<file path="config.mk">
export PLATFORM = sky130hd
export DESIGN_NAME = tsl1401_scan_ctrl
export DESIGN_NICKNAME = d
export VERILOG_FILES = /design/src/rtl/tsl1401_scan_ctrl.sv
export SDC_FILE = /design/constraint.sdc
export NUM_CORES = 1
export LEC_CHECK = 0
export ABC_AREA = 1
export BUFFER_PORTS_ARGS = -buffer_cell sky130_fd_sc_hd__buf_2
export CORE_AREA = 5 5 79 81
export DETAILED_ROUTE_END_ITERATION = 16
export DIE_AREA = 0 0 84 86
export PLACE_DENSITY = 0.84
export SLEW_MARGIN = 10
export SYNTH_ARGS = -nofsm -noshare
export SYNTH_HDL_FRONTEND = slang
export SYNTH_SLANG_ARGS = --single-unit
</file>
<file path="constraint.sdc">
create_clock -name clk_i -period 2.2 [get_ports clk_i]
set_input_delay 0.66 -clock clk_i [delete_from_list [all_inputs] [get_ports clk_i]]
set_output_delay 0.66 -clock clk_i [all_outputs]
set_load 0.1 [all_outputs]
</file>
<file path="src/rtl/tsl1401_scan_ctrl.sv">
// Frame scan controller for the TSL1401CL 128-pixel line sensor: SI/CLK sequencing plus per-pixel ADC trigger.
// Define TSL1401_FLUSH_EN to precede the first frame after IDLE with a charge-flushing dummy scan.
//
// state  | meaning
// IDLE   | waiting for start, divider held at 0
// SI_SET | one tick with CLK low, then raise SI
// SI_CLK | edge 1 with SI high, then drop CLK/SI and trigger pixel 0
// SCAN   | CLK toggles per tick, edges 2..129, trigger on falls after 2..128
// GAP    | CLK/SI low for GAP_TICKS + 2*exposure ticks (GAP_TICKS only when flushing)
// DONE   | one tick, frame_done on entry, then next frame or IDLE
module tsl1401_scan_ctrl #(
   parameter int DIV_RATIO = 10,
   parameter int GAP_TICKS = 10,
   parameter int EXP_W     = 16
) (
   input  logic             clk_i,
   input  logic             reset_n_i,
   input  logic             start_i,
   input  logic             continuous_i,
   input  logic [EXP_W-1:0] exposure_i,
   output logic             busy_o,
   output logic             sensor_clk_o,
   output logic             sensor_si_o,
   output logic             adc_trig_o,
   output logic [6:0]       pix_idx_o,
   output logic             frame_done_o,
   output logic             req_drop_o
);

   localparam int DIV_W = (DIV_RATIO > 2) ? $clog2(DIV_RATIO) : 1;
   localparam int GAP_W = EXP_W + 2;
   localparam logic [DIV_W-1:0] DIV_LAST = DIV_W'(DIV_RATIO - 1);
   localparam logic [GAP_W-1:0] GAP_BASE = GAP_W'(GAP_TICKS);
`ifdef TSL1401_FLUSH_EN
   localparam logic FLUSH_EN = 1'b1;
`else
   localparam logic FLUSH_EN = 1'b0;
`endif

   typedef enum logic [2:0] {IDLE, SI_SET, SI_CLK, SCAN, GAP, DONE} state_t;

   state_t             state_q;
   logic [DIV_W-1:0]   div_q;
   logic [GAP_W-1:0]   gap_q;
   logic [EXP_W-1:0]   exp_q;
   logic [6:0]         pix_q;
   logic [6:0]         pix_idx_q;
   logic               sensor_clk_q;
   logic               sensor_si_q;
   logic               adc_trig_q;
   logic               frame_done_q;
   logic               req_drop_q;
   logic               pend_q;
   logic               flush_q;
   logic               tick;

   assign tick = (state_q != IDLE) && (div_q == DIV_LAST);

   always_ff @(posedge clk_i) begin
      if (!reset_n_i) begin
         state_q      <= IDLE;
         div_q        <= '0;
         gap_q        <= '0;
         exp_q        <= '0;
         pix_q        <= '0;
         pix_idx_q    <= '0;
         sensor_clk_q <= 1'b0;
         sensor_si_q  <= 1'b0;
         adc_trig_q   <= 1'b0;
         frame_done_q <= 1'b0;
         req_drop_q   <= 1'b0;
         pend_q       <= 1'b0;
         flush_q      <= 1'b0;
      end else begin
         adc_trig_q   <= 1'b0;
         frame_done_q <= 1'b0;
         req_drop_q   <= 1'b0;
         div_q        <= (state_q == IDLE || tick) ? '0 : div_q + 1'b1;

         if (state_q != IDLE && start_i) begin
            if (!pend_q) pend_q <= 1'b1;
            else         req_drop_q <= 1'b1;
         end

         case (state_q)
            IDLE: begin
               if (start_i) begin
                  state_q <= SI_SET;
                  exp_q   <= exposure_i;
                  flush_q <= FLUSH_EN;
               end
            end
            SI_SET: begin
               if (tick) begin
                  sensor_si_q <= 1'b1;
                  state_q     <= SI_CLK;
               end
            end
            SI_CLK: begin
               if (tick) begin
                  if (!sensor_clk_q) begin
                     sensor_clk_q <= 1'b1;
                  end else begin
                     sensor_clk_q <= 1'b0;
                     sensor_si_q  <= 1'b0;
                     pix_q        <= '0;
                     state_q      <= SCAN;
                     if (!flush_q) begin
                        adc_trig_q <= 1'b1;
                        pix_idx_q  <= '0;
                     end
                  end
               end
            end
            SCAN: begin
               if (tick) begin
                  sensor_clk_q <= !sensor_clk_q;
                  // pix_q == 127 on a falling tick means edge 129 just ended the scan
                  if (sensor_clk_q) begin
                     if (pix_q == 7'd127) begin
                        state_q <= GAP;
                        gap_q   <= flush_q ? GAP_BASE : GAP_BASE + {1'b0, exp_q, 1'b0};
                     end else begin
                        pix_q <= pix_q + 7'd1;
                        if (!flush_q) begin
                           adc_trig_q <= 1'b1;
                           pix_idx_q  <= pix_q + 7'd1;
                        end
                     end
                  end
               end
            end
            GAP: begin
               if (tick) begin
                  if (gap_q == GAP_W'(1)) begin
                     if (flush_q) begin
                        flush_q <= 1'b0;
                        state_q <= SI_SET;
                     end else begin
                        state_q      <= DONE;
                        frame_done_q <= 1'b1;
                     end
                  end else begin
                     gap_q <= gap_q - 1'b1;
                  end
               end
            end
            DONE: begin
               if (tick) begin
                  if (continuous_i || pend_q || start_i) begin
                     state_q    <= SI_SET;
                     exp_q      <= exposure_i;
                     // a start arriving as a pended one is consumed becomes the new pend
                     pend_q     <= pend_q && start_i;
                     req_drop_q <= 1'b0;
                  end else begin
                     state_q <= IDLE;
                  end
               end
            end
            default: state_q <= IDLE;
         endcase
      end
   end

   assign busy_o       = (state_q != IDLE);
   assign sensor_clk_o = sensor_clk_q;
   assign sensor_si_o  = sensor_si_q;
   assign adc_trig_o   = adc_trig_q;
   assign pix_idx_o    = pix_idx_q;
   assign frame_done_o = frame_done_q;
   assign req_drop_o   = req_drop_q;

endmodule

</file>
==> results of run 1 <==
==> per-stage QoR <==
stage          hold slack, ps  area, um2
2_1_floorplan             434       3350
3_3_place_gp              443       3560
4_1_cts                   481       3660
3_5_place_dp              458       3560
5_1_grt                   519       3660
6_report                  476       3660
==> power by group <==
| group | total, mW | internal (mW) | switching [mW] |
|---|---|---|---|
| registers | 1.27 | 1.13 | 0.147 |
| clock network | 0.586 | 0.254 | 0.332 |
| logic | 1.13 | 0.361 | 0.774 |
==> cell usage after synthesis <==
master	n
nor3b_1	2
clkbuf_1	6
nand3_2	2
nand4_4	1
nand2_2	7
ha_1	6
nor4_1	1
nand2_8	1
inv_2	7
nand4_1	8
nand2_4	2
nor2_4	2
a21oi_1	23
inv_1	60
xnor2_1	5
nand3b_1	3
o21bai_1	1
nor3_1	5
nand3_1	44
buf_4	1
buf_6	2
nor2_2	6
xor2_1	6
o21a_1	1
o21ai_1	3
nand2_1	131
a21oi_2	5
o211a_1	1
nor2_1	94
dfxtp_1	54
o21ai_0	35
a31oi_1	1
o31ai_1	2
buf_2	4
==> logic make-up after synthesis <==
logic type                 synth area share
adders and majority gates            0.0225
xor gates and xnor gates             0.0288
DFF                                   0.323
and+or+nand+nor                       0.410
AOI/OAI and AO/OA                     0.118
buffers and inverters                0.0969
==> per-layer routing <==
metal  track usage  part of all wire  up-vias  wire, um
met1         0.276              0.45     1522      3470
li1              -                 -     1751         -
met5             0                 0        -         0
met4        0.0599             0.013        0       102
met3        0.0413             0.055       16       423
met2         0.379              0.48       94      3650
==> layout make-up <==
| class | instances | area, um2 |
|---|---|---|
| multi-input cells | 398 | 1940 |
| fillers | 518 | 1750 |
| flip-flops and latches | 54 | 1080 |
| inverters | 67 | 251 |
| repair buffers | 37 | 198 |
| well taps | 72 | 90.1 |
| clock buffers | 6 | 82.6 |
| clock inverters | 2 | 12.5 |
==> worst max-delay path, cell delays in order, from the launching register on <==
cell     delay, ps
dfxtp_1        470
nor2_4          90
nand2_2        150
buf_2          460
==> final timing paths <==
check	cells past startpoint	endpoint	startpoint	slack, ps
worst max register to register	10	state_q[2]$_SDFFE_PN0P_	div_q[0]$_SDFF_PP0_	430
worst max-delay path	3	busy_o	state_q[0]$_SDFFE_PN0P_	60
worst min register to register	1	div_q[0]$_SDFF_PP0_	div_q[0]$_SDFF_PP0_	480
worst min-delay path	1	div_q[0]$_SDFF_PP0_	div_q[0]$_SDFF_PP0_	480
==> flip-flops by register name, summed over array words and instances, names as in the netlist <==
name / flops
adc_trig_o: 1
div_q: 4
exp_q: 16
frame_done_o: 1
gap_q: 18
pend_q: 1
pix_q: 7
req_drop_o: 1
sensor_clk_o: 1
sensor_si_o: 1
state_q: 3
==> impl_results.md, run 1 <==
- Skew final: between 7 and 8 ps
- Pre-CTS setup slack: roughly 360 ps
- Final Max Tran Viols: 0
- Diode count: 0
- Post-cts resize count: 0
- Placer Congestion: 0.928
- Worst setup EP type: primary output
- Setup TNS: 0 ps
- Fin util: 0.676
- Syn Area/Cell: 6.28 um2
- # setup viols final: 0
- Drt pass-1 iters: 5
- Crit Path Max Fanout: 9
- Total die area: slightly above 0.007 mm2
- Clock sink count: 54
- CTS tree: built
- Most frequent cells in the layout: 131 x nand2_1, 94 x nor2_1, 60 x inv_1, 52 x dfxtp_1, 44 x nand3_1
- Core area: 0.00541 mm2
- Fin crit period: approximately 2100 ps
- Post-synth top area cell: dfxtp_1
- WP data arrival: ~1500 ps
- IR drop worst, VDD: just over 0.6 mV
- Initial antenna violation count: 0
- CP required: 1540 ps
- Post-Syn Area: roughly 0.0033 mm2
- Worst Tran Pin Value: roughly 520 ps
- Row cnt: 27
- Worst skew pair latency: between 300 and 400 ps
- Layout overhead on the synthesized area: 9.36%
- Largest net degree at the start of global routing: 32
- Mapped Nets: between 500 and 600
- FF+latch count, synth: 54
- Post-synthesis sequential area ratio: 0.323
- Unrepaired setup endpoints after global routing: false
- Outcome: completed
- CTS max path bufs: 2
- Root Buffer: clkbuf_8
- DP HPWL: ~5.8 mm
- CTS buffer count: 5
- Commonest non-fill, non-tap cell in the layout: nand2_1
- ANT nets after route: 0
- Nets: 589
- Slew headroom: 0.654
- Final WL: 7.64 mm
- Gr usage total: 0.218
- WS Path Type: register to primary output
- Overflow after GRT: 0
- Fmax: between 0.4 and 0.5 GHz
- Wirelength per Cell: between 10 and 15 um
- Postcts setup bufs: 0
- P per Cell Area: slightly above 800 mW/mm2
- Synth top area cells: dfxtp_1 32%, nand2_1 15%, nor2_1 11%
- Max Cap Viol: 0
- Layout cell share with drive strength beyond 1: 0.142
- Hold Path Class: register to register
- Post-route DRC: 0
- Die extent in y: 86 um
- Via density: approximately 5.3
- Pleak: ~1.8 nW
- Distinct cells, synth: 34
- Port bufs: 32
- Cells after synthesis: around 530
- IO Pins: 33
- 1st-iter DRT viols: 167
- Non-filler cells, final: ~640
- Synth Warn #: 0
- Top-area cell type share of the netlist area: 0.323
- Die Wd: between 80 and 90 um
- H-tree Lvls: 2
- First-pass GRT wire length: approximately 13 mm
- Via count: about 3400
- Startpoint types: register
- PnR worst setup slack: 59.4 ps
- Hold buffers post-CTS: 0
- Vias in the first global route: a little over 3000
- Starting Density: 0.619
- Pwr Total: 2.99 mW
- Placed insts: between 600 and 700
- Fin. Hold Viols: 0
- CTS clk-pin slew, worst paths: about 100 ps
- Period utilisation layout: 0.973
(Power assumes the default switching activity.)
==> run 2, diff against run 1 <==
Settings changed: CORE_AREA 5 5 79 81 to 5 5 82 84, CTS_CLUSTER_DIAMETER set to 40, DIE_AREA 0 0 84 86 to 0 0 87 89, PLACE_DENSITY 0.84 to 0.78.
Clock period 2.2 ns to 2.1 ns, I/O delays scaled along.
==> run 2 against run 1 <==
First-iteration DRC count is 5.4% higher. Design area up 0.65%. Die area increased by 7.2%. Critical endpoint unchanged. Clock skew rose by 0.83 ps. Sequential share of layout area decreased by 0.16 points. Global-route usage fell by 0.38 points. Highest routed layer unchanged. Largest power group unchanged. Hold slack improved by 2.4 ps. Core utilization shrank 4.7 points. Flip-flop and latch count is the same. Combinational power up 9.7%. Sequential power grew 5%. Clock-buffer cell count grew 1.
==> impl_results.md, run 2 (same netlist as run 1, synthesis figures left out) <==
- Outcome: completed
- P per Cell Area: about 900 mW/mm2
- CP required: around 1500 ps
- CTS max path bufs: 2
- WS Path Type: register to primary output
- GR peak layer: met2
- # setup viols final: 0
- Worst setup EP type: primary output
- Clock sink count: 54
- R2r setup slk: around 330 ps
- Core area: around 0.0059 mm2
- IO Pins: 33
- Post-route DRC: 0
- Top flop regs: gap_q: 18 flops, exp_q: 16 flops, pix_q: 7 flops
- First-pass GRT wire length: roughly 14 mm
- H-tree Lvls: 2
- Most frequent cells in the layout: 131 x nand2_1, 94 x nor2_1, 60 x inv_1, 51 x dfxtp_1, 44 x nand3_1
- Pre-CTS setup slack: between 200 and 300 ps
- Hold buffers post-CTS: 0
- Wirelength per Cell: between 10 and 15 um
- Hold Path Class: register to register
- Starting Density: 0.571
- Met2 Usage GRT: 0.375
- Drt pass-1 iters: 4
- Fill cells: 542
- Worst skew pair latency: between 300 and 400 ps
- Hold_ws: ~480 ps
- Die extent in y: 89 um
- Setup TNS: 0 ps
- Layout cell share with drive strength beyond 1: 0.139
- GR Layer Usage met1: 0.273
- Root Buffer: clkbuf_8
- Overflow after GRT: 0
- Final WL: a little under 8 mm
- Skew final: 8.64 ps
- Post-cts resize count: 1
- Row cnt: 28
- Diode count: 0
- Reg-to-reg critical path endpoint: state_q[1]$_SDFFE_PN0P_
- Largest net degree at the start of global routing: 33
- Initial antenna violation count: 0
- Layout overhead on the synthesized area: 10.1%
- Commonest non-fill, non-tap cell in the layout: nand2_1
- Total die area: just under 0.008 mm2
- DP HPWL: approximately 5.9 mm
- ANT nets after route: 0
- Port bufs: 32
- Nets: ~590
- Max Cap Viol: 0
- CTS buffer count: 5
- Worst Tran Pin Value: approximately 500 ps
- WP data arrival: around 1400 ps
- Crit path to: busy_o
- Via density: approximately 5.2
- Startpoint types: register
- Placer Congestion: about 0.92
- Reg2Reg Depth: 11
- Via count: 3326
- Pleak: 1.76 nW
- Met3 GRT Util: 0.0359
- Pwr Total: between 3 and 4 mW
- IR drop worst, VDD: about 0.57 mV
- Die Wd: roughly 87 um
- Max reg flops: 18
- Crit Path Max Fanout: 9
- Fmax: 0.502 GHz
- CTS tree: built
- Gr usage total: 0.214
- Worst Setup SP: state_q[0]$_SDFFE_PN0P_
- CTS clk-pin slew, worst paths: 90 ps
- Postcts setup bufs: 0
- PnR worst setup slack: around 110 ps
- Vias in the first global route: roughly 3100
- Period utilisation layout: 0.949
- Fin crit period: 1990 ps
- Slew headroom: 0.667
- Final Max Tran Viols: 0
- Unrepaired setup endpoints after global routing: false
- Top reg by flops: gap_q
- 1st-iter DRT viols: 176
- Fin. Hold Viols: 0
- Worst R2R Start: div_q[0]$_SDFF_PP0_
run 2: cell types whose count changed in the layout (fill, tap and decap cells not counted), sizes merged:
cell / before / now
clkinv: 1 / 0
bufinv: 0 / 1
clkbuf: 6 / 7
clkinvlp: 1 / 0
buf: 37 / 36
run 2: how the worst min path moves through the flow:
stage	from	end	slack [ps]	cells past startpoint
after floorplan	div_q[0]$_SDFF_PP0_	div_q[0]$_SDFF_PP0_	430	1
after global placement	div_q[0]$_SDFF_PP0_	div_q[0]$_SDFF_PP0_	450	1
after detailed placement	div_q[0]$_SDFF_PP0_	div_q[0]$_SDFF_PP0_	460	1
after CTS	div_q[0]$_SDFF_PP0_	div_q[0]$_SDFF_PP0_	480	1
after global routing	div_q[0]$_SDFF_PP0_	div_q[0]$_SDFF_PP0_	520	1
final	div_q[0]$_SDFF_PP0_	div_q[0]$_SDFF_PP0_	480	1
run 2: final cells by class:
cell class	count	area, um2	share of cell area
Multi-Input combinational cell	398	1940	0.527
Sequential cell	54	1080	0.295
Inverter	67	251	0.0683
Timing Repair Buffer	36	205	0.0558
Tap cell	75	93.8	0.0255
Clock buffer	7	76.3	0.0207
Clock inverter	1	30.0	0.00816
run 2: where the power goes:
group / leakage (nW) / internal, mW / switching [mW]
Clock: 0.0524 / 0.358 / 0.347
Sequential: 0.441 / 1.18 / 0.153
Combinational: 1.27 / 0.416 / 0.826
Total: 1.76 / 1.95 / 1.33
run 2: per-layer routing:
metal / vias up / share of wire
li1: 1750 / -
met1: 1498 / 0.46
met2: 69 / 0.48
met3: 9 / 0.050
met4: 0 / 0.010
met5: - / 0
run 2: worst max-delay path: stages (launching register included):
cell     delay [ps]
dfxtp_1         480
nor2_4           90
nand2_2         160
buf_4           320
run 2: stage by stage:
step,utilization,area (um2),std cells
after CTS,0.629,3680,638
after floorplan,-,3350,532
final,0.629,3680,638
after global placement,0.610,3570,630
after detailed placement,0.610,3570,630
after global routing,0.629,3680,638
